**config.mk**
```make
export PLATFORM = sky130hd
export DESIGN_NAME = fp_divider
export DESIGN_NICKNAME = d
export VERILOG_FILES = /design/src/rtl/fp_pkg.sv /design/src/rtl/fp_div_step.sv /design/src/rtl/fp_divider.sv
export SDC_FILE = /design/constraint.sdc
export NUM_CORES = 1
export LEC_CHECK = 0
export ABC_AREA = 0
export BUFFER_PORTS_ARGS = -buffer_cell sky130_fd_sc_hd__buf_2
export CORE_MARGIN = 5
export CORE_UTILIZATION = 58
export DETAILED_ROUTE_END_ITERATION = 10
export PLACE_DENSITY = 0.77
export SLEW_MARGIN = 30
export SYNTH_ARGS = -nofsm -noshare
export SYNTH_HDL_FRONTEND = slang
export SYNTH_SLANG_ARGS = --single-unit
```
**constraint.sdc**
```tcl
create_clock -name clk -period 4.4 [get_ports clk]
set_input_delay 0 -clock clk [delete_from_list [all_inputs] [get_ports clk]]
set_output_delay 0 -clock clk [all_outputs]
set_load 0.1 [all_outputs]
```
**src/rtl/fp_pkg.sv**
```systemverilog
// Shared definitions for the binary32 arithmetic blocks (divider, multiplier).
// Exponents are carried unbiased in a 10-bit signed field throughout.
package fp_pkg;

   typedef enum logic [3:0] {
      GET_A   = 4'd0,
      GET_B   = 4'd1,
      UNPACK  = 4'd2,
      SPECIAL = 4'd3,
      NORM_A  = 4'd4,
      NORM_B  = 4'd5,
      DIV     = 4'd6,
      POST    = 4'd7,
      NORM2   = 4'd8,
      ROUND   = 4'd9,
      PACK    = 4'd10,
      PUT_Z   = 4'd11
   } fp_state_e;

   localparam logic signed [9:0] FP_BIAS = 10'sd127;
   localparam logic signed [9:0] FP_EMIN = -10'sd126;
   localparam logic signed [9:0] FP_EMAX = 10'sd127;
   localparam logic [31:0]       FP_QNAN = 32'h7FC00000;
   localparam logic [31:0]       FP_INF  = 32'h7F800000;

endpackage

```
**src/rtl/fp_div_step.sv**
```systemverilog
// One restoring-division step: shift a quotient bit in, conditionally subtract
// the divisor, then shift the partial remainder left for the next step.
module fp_div_step (
   input  logic [24:0] rem_i,
   input  logic [23:0] div_i,
   input  logic [26:0] quot_i,
   output logic [24:0] rem_o,
   output logic [26:0] quot_o
);

   logic        ge;
   logic [24:0] rem_sub;

   assign ge      = (rem_i >= {1'b0, div_i});
   assign rem_sub = ge ? (rem_i - {1'b0, div_i}) : rem_i;

   // rem_sub is below the divisor, so its top bit is always zero before the shift.
   assign rem_o  = rem_sub << 1;
   assign quot_o = (quot_i << 1) | {26'd0, ge};

endmodule

```
**src/rtl/fp_divider.sv**
```systemverilog
// Sequential IEEE-754 binary32 divider with strobe/ack handshakes on both
// operands and the result; one restoring quotient bit is produced per cycle.
module fp_divider
   import fp_pkg::*;
(
   input  logic        clk,
   input  logic        reset_n,
   input  logic [31:0] in_A,
   input  logic        strb_A,
   output logic        in_A_ack,
   input  logic [31:0] in_B,
   input  logic        strb_B,
   output logic        in_B_ack,
   output logic [31:0] output_quot,
   output logic        output_quot_stb,
   input  logic        out_quot_ack,
   output fp_state_e   dbg_state_o
);

   // Handshake: an operand or result moves on a rising edge where the
   // producer's strobe and the receiver's ack/stb are both high.
   localparam logic signed [9:0] E_SPECIAL = FP_EMAX + 10'sd1;
   localparam logic signed [9:0] E_DENORM  = FP_EMIN - 10'sd1;

   fp_state_e          state_q, state_d;
   logic [31:0]        a_q, a_d, b_q, b_d;
   logic [23:0]        a_m_q, a_m_d, b_m_q, b_m_d;
   logic signed [9:0]  a_e_q, a_e_d, b_e_q, b_e_d;
   logic [23:0]        z_m_q, z_m_d;
   logic signed [9:0]  z_e_q, z_e_d;
   logic               z_s_q, z_s_d;
   logic               guard_q, guard_d, round_q, round_d, sticky_q, sticky_d;
   logic [24:0]        rem_q, rem_d;
   logic [26:0]        quot_q, quot_d;
   logic [4:0]         cnt_q, cnt_d;
   logic [31:0]        z_q, z_d;
   logic               in_a_ack_q, in_a_ack_d, in_b_ack_q, in_b_ack_d;
   logic               stb_q, stb_d;
   logic [31:0]        out_q, out_d;

   logic [24:0]        step_rem;
   logic [26:0]        step_quot;
   logic [24:0]        round_sum;
   logic [7:0]         exp_biased;
   logic               a_nan, b_nan, a_inf, b_inf, a_zero, b_zero;

   fp_div_step u_step (
      .rem_i  (rem_q),
      .div_i  (b_m_q),
      .quot_i (quot_q),
      .rem_o  (step_rem),
      .quot_o (step_quot)
   );

   assign a_nan  = (a_e_q == E_SPECIAL) && (a_m_q != 24'd0);
   assign b_nan  = (b_e_q == E_SPECIAL) && (b_m_q != 24'd0);
   assign a_inf  = (a_e_q == E_SPECIAL) && (a_m_q == 24'd0);
   assign b_inf  = (b_e_q == E_SPECIAL) && (b_m_q == 24'd0);
   assign a_zero = (a_e_q == E_DENORM) && (a_m_q == 24'd0);
   assign b_zero = (b_e_q == E_DENORM) && (b_m_q == 24'd0);

   assign round_sum  = {1'b0, z_m_q} + 25'd1;
   assign exp_biased = 8'(z_e_q + FP_BIAS);

   always_comb begin
      state_d    = state_q;
      a_d        = a_q;
      b_d        = b_q;
      a_m_d      = a_m_q;
      b_m_d      = b_m_q;
      a_e_d      = a_e_q;
      b_e_d      = b_e_q;
      z_m_d      = z_m_q;
      z_e_d      = z_e_q;
      z_s_d      = z_s_q;
      guard_d    = guard_q;
      round_d    = round_q;
      sticky_d   = sticky_q;
      rem_d      = rem_q;
      quot_d     = quot_q;
      cnt_d      = cnt_q;
      z_d        = z_q;
      in_a_ack_d = in_a_ack_q;
      in_b_ack_d = in_b_ack_q;
      stb_d      = stb_q;
      out_d      = out_q;

      case (state_q)
         GET_A: begin
            in_a_ack_d = 1'b1;
            if (in_a_ack_q && strb_A) begin
               a_d        = in_A;
               in_a_ack_d = 1'b0;
               state_d    = GET_B;
            end
         end
         GET_B: begin
            in_b_ack_d = 1'b1;
            if (in_b_ack_q && strb_B) begin
               b_d        = in_B;
               in_b_ack_d = 1'b0;
               state_d    = UNPACK;
            end
         end
         UNPACK: begin
            a_m_d   = {1'b0, a_q[22:0]};
            b_m_d   = {1'b0, b_q[22:0]};
            a_e_d   = $signed({2'b00, a_q[30:23]}) - FP_BIAS;
            b_e_d   = $signed({2'b00, b_q[30:23]}) - FP_BIAS;
            z_s_d   = a_q[31] ^ b_q[31];
            state_d = SPECIAL;
         end
         SPECIAL: begin
            state_d = PUT_Z;
            if (a_nan || b_nan || (a_inf && b_inf) || (a_zero && b_zero)) begin
               z_d = FP_QNAN;
            end else if (a_inf || b_zero) begin
               z_d = {z_s_q, FP_INF[30:0]};
            end else if (b_inf || a_zero) begin
               z_d = {z_s_q, 31'd0};
            end else begin
               // Denormals take the minimum exponent with no hidden bit.
               if (a_e_q == E_DENORM) a_e_d = FP_EMIN;
               else                   a_m_d = {1'b1, a_m_q[22:0]};
               if (b_e_q == E_DENORM) b_e_d = FP_EMIN;
               else                   b_m_d = {1'b1, b_m_q[22:0]};
               state_d = NORM_A;
            end
         end
         NORM_A: begin
            if (a_m_q[23]) begin
               state_d = NORM_B;
            end else begin
               a_m_d = a_m_q << 1;
               a_e_d = a_e_q - 10'sd1;
            end
         end
         NORM_B: begin
            if (b_m_q[23]) begin
               rem_d   = {1'b0, a_m_q};
               quot_d  = 27'd0;
               cnt_d   = 5'd0;
               z_e_d   = a_e_q - b_e_q;
               state_d = DIV;
            end else begin
               b_m_d = b_m_q << 1;
               b_e_d = b_e_q - 10'sd1;
            end
         end
         DIV: begin
            rem_d  = step_rem;
            quot_d = step_quot;
            cnt_d  = cnt_q + 5'd1;
            if (cnt_q == 5'd26) state_d = POST;
         end
         POST: begin
            if (quot_q[26]) begin
               z_m_d    = quot_q[26:3];
               guard_d  = quot_q[2];
               round_d  = quot_q[1];
               sticky_d = quot_q[0] | (rem_q != 25'd0);
            end else begin
               z_m_d    = quot_q[25:2];
               guard_d  = quot_q[1];
               round_d  = quot_q[0];
               sticky_d = (rem_q != 25'd0);
               z_e_d    = z_e_q - 10'sd1;
            end
            state_d = NORM2;
         end
         NORM2: begin
            // Denormalise towards the minimum exponent, keeping the lost bits for rounding.
            if (z_e_q < FP_EMIN) begin
               z_m_d    = z_m_q >> 1;
               z_e_d    = z_e_q + 10'sd1;
               guard_d  = z_m_q[0];
               round_d  = guard_q;
               sticky_d = sticky_q | round_q;
            end else begin
               state_d = ROUND;
            end
         end
         ROUND: begin
            if (guard_q && (round_q || sticky_q || z_m_q[0])) begin
               if (round_sum[24]) begin
                  z_m_d = 24'h800000;
                  z_e_d = z_e_q + 10'sd1;
               end else begin
                  z_m_d = round_sum[23:0];
               end
            end
            state_d = PACK;
         end
         PACK: begin
            if (z_e_q > FP_EMAX) begin
               z_d = {z_s_q, FP_INF[30:0]};
            end else if ((z_e_q == FP_EMIN) && !z_m_q[23]) begin
               z_d = {z_s_q, 8'd0, z_m_q[22:0]};
            end else begin
               z_d = {z_s_q, exp_biased, z_m_q[22:0]};
            end
            state_d = PUT_Z;
         end
         PUT_Z: begin
            stb_d = 1'b1;
            out_d = z_q;
            if (stb_q && out_quot_ack) begin
               stb_d   = 1'b0;
               state_d = GET_A;
            end
         end
         default: begin
            state_d = GET_A;
         end
      endcase
   end

   always_ff @(posedge clk) begin
      if (!reset_n) begin
         state_q    <= GET_A;
         a_q        <= 32'd0;
         b_q        <= 32'd0;
         a_m_q      <= 24'd0;
         b_m_q      <= 24'd0;
         a_e_q      <= 10'sd0;
         b_e_q      <= 10'sd0;
         z_m_q      <= 24'd0;
         z_e_q      <= 10'sd0;
         z_s_q      <= 1'b0;
         guard_q    <= 1'b0;
         round_q    <= 1'b0;
         sticky_q   <= 1'b0;
         rem_q      <= 25'd0;
         quot_q     <= 27'd0;
         cnt_q      <= 5'd0;
         z_q        <= 32'd0;
         in_a_ack_q <= 1'b0;
         in_b_ack_q <= 1'b0;
         stb_q      <= 1'b0;
         out_q      <= 32'd0;
      end else begin
         state_q    <= state_d;
         a_q        <= a_d;
         b_q        <= b_d;
         a_m_q      <= a_m_d;
         b_m_q      <= b_m_d;
         a_e_q      <= a_e_d;
         b_e_q      <= b_e_d;
         z_m_q      <= z_m_d;
         z_e_q      <= z_e_d;
         z_s_q      <= z_s_d;
         guard_q    <= guard_d;
         round_q    <= round_d;
         sticky_q   <= sticky_d;
         rem_q      <= rem_d;
         quot_q     <= quot_d;
         cnt_q      <= cnt_d;
         z_q        <= z_d;
         in_a_ack_q <= in_a_ack_d;
         in_b_ack_q <= in_b_ack_d;
         stb_q      <= stb_d;
         out_q      <= out_d;
      end
   end

   assign in_A_ack        = in_a_ack_q;
   assign in_B_ack        = in_b_ack_q;
   assign output_quot     = out_q;
   assign output_quot_stb = stb_q;
   assign dbg_state_o     = state_q;

endmodule
```
==> results of run 1 <==
worst paths after layout:
kind	from	end	slack [ns]	cells after the start
max	dbg_state_o[3]$_SDFFE_PN0P_	z_e_q[9]$_SDFFE_PN0P_	0.97	11
min	reset_n	a_e_q[1]$_SDFFE_PN0P_	0.06	2
max reg2reg	dbg_state_o[3]$_SDFFE_PN0P_	z_e_q[9]$_SDFFE_PN0P_	0.97	11
min reg2reg	a_q[2]$_SDFFE_PN0P_	a_m_q[2]$_SDFFE_PN0P_	0.45	2
flip-flops by register name, summed over array words and instances, names as in the netlist, 24 cells and up:
register     cells
a_q             32
b_q             32
output_quot     32
z_q             32
quot_q          27
rem_q           25
a_m_q           24
b_m_q           24
z_m_q           24
power by group:
part / switching, mW / internal, mW
Combinational: 1.71 / 1.05
Clock: 1.09 / 1.57
Sequential: 0.194 / 2.86
critical path: cells and delay by family, from the launching register on:
kind                     cells  cell delay [ns]
multiplexers                 1             0.25
buffers and inverters        1             0.17
AND/OR/NAND/NOR              2             0.48
adder cells (fa/ha/maj)      1             0.33
AO/OA/AOI/OAI                6             1.56
flip-flops                   1             0.57
synth_stat cells (all sizes together) (39+ instances only):
cell type / instances / area, µm²
nand2: 395 / 1480
inv: 59 / 221
a21boi: 136 / 1020
mux2i: 39 / 390
nor2b: 42 / 263
xnor2: 39 / 342
nor2: 112 / 435
o21ai: 159 / 796
ha: 54 / 676
a21oi: 132 / 661
clkbuf: 122 / 509
dfxtp: 298 / 5970
nand3: 80 / 400
repair_timing:
| action | 4_1_cts | 5_1_grt |
|---|---|---|
| hold endpoints to repair | 66 | 0 |
| hold buffers | 65 | 0 |
| setup endpoints to repair | 0 | 0 |
area by class of cell:
| class | instances | area share |
|---|---|---|
| multi-input cells | 1599 | 0.516 |
| flip-flops and latches | 298 | 0.318 |
| repair buffers | 200 | 0.0747 |
| clock buffers | 44 | 0.0471 |
| well taps | 378 | 0.0252 |
| inverters | 59 | 0.0118 |
| clock inverters | 12 | 0.00773 |
per-layer routing:
metal / global-route usage / routed length, µm / share of wire / vias to the layer above
li1: - / - / - / 7585
met1: 0.348 / 19100 / 0.43 / 7293
met2: 0.478 / 21400 / 0.48 / 496
met3: 0.0354 / 2480 / 0.056 / 115
met4: 0.0950 / 1470 / 0.033 / 0
met5: 0 / 0 / 0 / -
logic make-up after synthesis:
kind of cell	share of synthesized area
simple gates	0.233
compound gates	0.246
flops	0.363
buf+inv	0.0501
xor+xnor	0.0363
fa+ha+maj	0.0448
mux	0.0258
==> results by group, run 1 <==
Synthesis
  • Cells after Synth: 2099
  • Seq/Total Area, Yosys: 0.363
  • Yosys reg bits: 298
  • Syn Area/Cell: 7.82 µm²
  • Library cells used by synthesis: 85
  • Syn_nets: 2225
  • Post-synth EDFFs: 0
  • Syn. warnings: 0
  • Synthesized cell area: 16400 µm²
  • Ys flop type: dfxtp_1
  • Post-synth ARST share: 0

Cells and area
  • Commonest non-fill, non-tap cell in the layout: nand2_1
  • ANT cells: 0
  • Final instance area: 18800 µm²
  • Layout Nets: 2315
  • Commonest non-fill, non-tap cells in the layout: nand2_1 (392), dfxtp_1 (298), o21ai_0 (157), a21boi_0 (136), a21oi_1 (132)
  • Area occupied by multi-input gates: 9690 µm²
  • Register area: 5970 µm²
  • Final core utilization: 0.674
  • Layout cell share with drive strength beyond 1: 0.105
  • Layout area overhead: 14.4%
  • Fill cell count: 2325
  • Non-filler cells, final: 2590

Clock network
  • # Post-CTS Setup Buffers: 0
  • Count of clock tree sinks: 298
  • # resized after CTS: 0
  • CTS tree: built
  • Worst-Skew Late Latency: 0.55 ns
  • Clock Tree Buf Depth: 3
  • CTS buffer count: 31
  • CTS root buffer: clkbuf_16
  • Clock transition at the registers of the reported paths: 0.06 ns
  • # H-tree levels: 1

Floorplan
  • Die area: 31800 µm²
  • Chip height: 178 µm
  • Row count: 61
  • Io pins: 108
  • Horiz. Die Dim: 178 µm
  • Starting Density: 0.589
  • Core Area: 27900 µm²

Pwr
  • VDD IR max: 341 µV
  • LEAKAGE: 7.12 nW
  • Pwr/cell area: 451 nW/µm²
  • Total Power: 8.48 mW

STA
  • Fmax: 292 MHz
  • Clock skew: 0.0112 ns
  • Fin crit share: 0.779
  • RSZ-0062 raised after global routing: no
  • Final Slew Violations: 0
  • Worst-Margin Slew: 0.974 ns
  • Tmin final: 3.43 ns
  • Setup_tns: 0 ns
  • Final Hold Vio Count: 0
  • Max-slew headroom: 0.350
  • Worst hold slack: 0.0599 ns
  • Post-route worst setup slack: 0.971 ns
  • Setup-violating endpoint count in the final report: 0

Setup path
  • Worst Path Required: 4.86 ns
  • CP Capture Type: flop
  • Startpoint Class: flop
  • Max stage delay on crit path: 0.57 ns
  • CP max-delay cell: dfxtp_1
  • CP Cell Sequence: nor3b_2 -> inv_1 -> ha_1 -> a211oi_1 -> o21bai_1 -> a31o_2 -> and4_1 -> a2111oi_2 -> mux2i_1 -> a21oi_1 -> a311oi_1
  • Critical path class: flop to flop
  • Crit path DAT: 3.89 ns
  • Max FO, Critical Path: 16

GRT
  • Gr ovfl total: 0
  • First-pass GRT wire length: 73.1 mm
  • Gr usage total: 0.274
  • Antenna violations before repair: 0
  • Vias in the first global route: 14855
  • Largest net degree at the start of global routing: 147

Drt
  • WL/cell: 17.2 µm
  • Post-DR vias/cell: 5.98
  • Routed wire length: 44.5 mm
  • Drc violations: 0
  • First-pass detailed-route iteration total: 6
  • DRT antenna net count: 0
  • DR vias: 15489
  • DR iter-0 viols: 1419

Placement
  • Placement-stage cell area: 17100 µm²
  • Hpwl dp: 30.3 mm
  • Placed cell count: 2469
  • GP Congestion: 0.898
  • Pre-CTS setup slack: 1.01 ns
  • Port buffer count: 107

Run status
  • Status: complete, no violations

Worst hold path
  • Hold crit path type: input port to flop

Job
  • Max Cap Viol: 0
(Power assumes the default switching activity.)
==> run 2, diff against run 1 <==
--- a/config.mk
+++ b/config.mk
@@ -5,10 +5,10 @@
 export SDC_FILE = /design/constraint.sdc
 export NUM_CORES = 1
 export LEC_CHECK = 0
-export ABC_AREA = 0
+export ABC_AREA = 1
 export BUFFER_PORTS_ARGS = -buffer_cell sky130_fd_sc_hd__buf_2
 export CORE_MARGIN = 5
-export CORE_UTILIZATION = 58
+export CORE_UTILIZATION = 56
 export DETAILED_ROUTE_END_ITERATION = 10
 export PLACE_DENSITY = 0.77
 export SLEW_MARGIN = 30
==> constraint.sdc (replaced) <==
create_clock -name clk -period 3 [get_ports clk]
set_input_delay 0 -clock clk [delete_from_list [all_inputs] [get_ports clk]]
set_output_delay 0 -clock clk [all_outputs]
set_load 0.1 [all_outputs]
==> results by group, run 2 <==
STA
  • Tmin final: 2.70 ns
  • Final Slew Violations: 0
  • Worst-Margin Slew: 0.761 ns
  • Final Hold Vio Count: 0
  • RSZ-0062 raised after global routing: no
  • Clock skew: 0.0149 ns
  • Fin crit share: 0.901
  • Setup-violating endpoint count in the final report: 0
  • Fmax: 370 MHz
  • Post-route worst setup slack: 0.296 ns
  • Setup_tns: 0 ns
  • Max-slew headroom: 0.492

Synthesis
  • Count leader, synth: nand2_1
  • Post-synth ARST share: 0
  • Synthesized cell area: 17400 µm²
  • Most common library cells after synthesis: nand2_1 (629), dfxtp_1 (298), nor2_1 (287)
  • Post-synth EDFFs: 0
  • Syn. warnings: 0
  • Synth top area cells: dfxtp_1 (34%), nand2_1 (14%), a21oi_1 (8.1%), nor2_1 (6.2%), inv_1 (5.9%)
  • Syn_nets: 2797
  • Yosys top cell by area: dfxtp_1
  • Library cells used by synthesis: 50
  • Seq/Total Area, Yosys: 0.344
  • Yosys reg bits: 298
  • Cells after Synth: 2671
  • Ys flop type: dfxtp_1
  • Syn Area/Cell: 6.50 µm²
  • Area share of the largest cell type after synthesis: 0.344

GRT
  • Antenna violations before repair: 0
  • First-pass GRT wire length: 87.9 mm
  • Gr usage total: 0.308
  • Gr ovfl total: 0
  • Largest net degree at the start of global routing: 164
  • Vias in the first global route: 17009

Drt
  • DRT antenna net count: 0
  • DR vias: 18427
  • Routed wire length: 54.5 mm
  • DR iter-0 viols: 1986
  • WL/cell: 17.0 µm
  • Drc violations: 0
  • First-pass detailed-route iteration total: 5
  • Post-DR vias/cell: 5.74

Floorplan
  • Starting Density: 0.567
  • Io pins: 108
  • Core Area: 30600 µm²
  • Row count: 64
  • Die area: 34600 µm²
  • Horiz. Die Dim: 186 µm
  • Chip height: 186 µm

Cells and area
  • Commonest non-fill, non-tap cells in the layout: nand2_1 (629), dfxtp_1 (295), nor2_1 (286), a21oi_1 (281), inv_1 (273)
  • Layout area overhead: 15.8%
  • Layout cell share with drive strength beyond 1: 0.0963
  • ANT cells: 0
  • Non-filler cells, final: 3211
  • Final instance area: 20100 µm²
  • Commonest non-fill, non-tap cell in the layout: nand2_1
  • Layout Nets: 2918

Pwr
  • Pwr/cell area: 868 nW/µm²
  • Seq pwr share: 0.268
  • Net Sw Power: 7.51 mW
  • Comb pwr share: 0.467
  • LEAKAGE: 9.00 nW
  • Internal power: 9.92 mW
  • Switch share: 0.431
  • Total Power: 17.4 mW
  • Clock share of power: 0.265
  • VDD IR max: 485 µV

Setup path
  • Startpoint Class: flop
  • CP Capture Type: flop
  • Crit path DAT: 3.11 ns
  • Worst Path Required: 3.40 ns
  • Critical path class: flop to flop
  • R2R depth: 10
  • Max FO, Critical Path: 23

Placement
  • GP Congestion: 0.998
  • Port buffer count: 107
  • Hpwl dp: 38.7 mm
  • Placed cell count: 3086
  • Pre-CTS setup slack: 0.419 ns
  • Placement-stage cell area: 18200 µm²

Clock network
  • CTS root buffer: clkbuf_16
  • Count of clock tree sinks: 298
  • # H-tree levels: 2
  • Worst-Skew Late Latency: 0.52 ns
  • Clock Tree Buf Depth: 3
  • # Post-CTS Setup Buffers: 0
  • CTS tree: built
  • CTS buffer count: 35
  • Clock transition at the registers of the reported paths: 0.06 ns

Worst hold path
  • Hold depth: 3
  • Hold crit path type: input port to flop

Run status
  • Status: complete, no violations

Job
  • Max Cap Viol: 0
==> run 2: cell types whose count changed in the layout (fill, tap and decap cells not counted), sizes merged, moves of 89 or more <==
cell / previous run / this run
a21boi: 136 / 1
a21oi: 132 / 284
inv: 59 / 301
nand2: 395 / 635
nand3: 80 / 169
nor2: 112 / 300
==> run 2: timing repair <==
action	CTS	global route
endpoints found under the setup margin	0	0
hold buffers	65	0
endpoints found under the hold margin	66	0
gates resized for setup	0	0
==> run 2: metal layers <==
layer,wire [µm],global-route usage,vias to the layer above
li1,-,-,9062
met1,24600,0.441,8469
met2,24200,0.485,807
met3,4530,0.0506,89
met4,1250,0.0804,0
met5,0,0,-
==> run 2: area by class of cell <==
class | instances | area (µm²)
clock buffers | 47 | 1010
clock inverters | 13 | 224
fillers | 2720 | 10500
inverters | 300 | 1130
multi-input cells | 1941 | 9690
flip-flops and latches | 298 | 5970
well taps | 396 | 495
repair buffers | 216 | 1560
==> run 2: worst paths after layout <==
path | start | endpoint | slack [ns]
worst max register to register | dbg_state_o[0]$_SDFFE_PN0P_ | z_e_q[4]$_SDFFE_PN0P_ | 0.30
worst min-delay path | reset_n | a_q[0]$_SDFFE_PN0P_ | 0.04
worst min register to register | z_q[29]$_SDFFE_PN0P_ | output_quot[29]$_SDFFE_PN0N_ | 0.46
worst max-delay path | dbg_state_o[0]$_SDFFE_PN0P_ | z_e_q[4]$_SDFFE_PN0P_ | 0.30
==> run 2: cell families after synthesis <==
kind of cell             synth area share
AND/OR/NAND/NOR                     0.290
AO/OA/AOI/OAI                       0.201
buffers and inverters              0.0981
flip-flops                          0.344
adder cells (fa/ha/maj)            0.0424
XOR/XNOR                           0.0247
==> run 2: power groups by stage <==
stage / clock network, mW / logic [mW] / registers [mW]
floorplan: 0 / 5.66 / 4.76
global route: 4.82 / 8.98 / 4.71
finish: 4.62 / 8.15 / 4.67
global placement: 0 / 7.70 / 4.72
detailed placement: 0 / 7.80 / 4.74
CTS: 4.66 / 7.92 / 4.65
==> run 2: critical path, cell delays in order (launching register included) <==
cell and delay [ns]:
dfxtp_1 0.37, inv_2 0.29, nor2_4 0.08, nand2_2 0.36, inv_6 0.09, nand2_2 0.44, o21ai_2 0.16, a21oi_4 0.16
nand4_2 0.29, o21ai_1 0.27, a21oi_1 0.06
==> run 2: per-stage QoR <==
| step | utilization | hold WS [ns] |
|---|---|---|
| finish | 0.657 | 0.0372 |
| detailed placement | 0.595 | 0.235 |
| global placement | 0.595 | 0.234 |
| global route | 0.657 | 0.0646 |
| CTS | 0.657 | 0.0160 |
| floorplan | - | 0.135 |
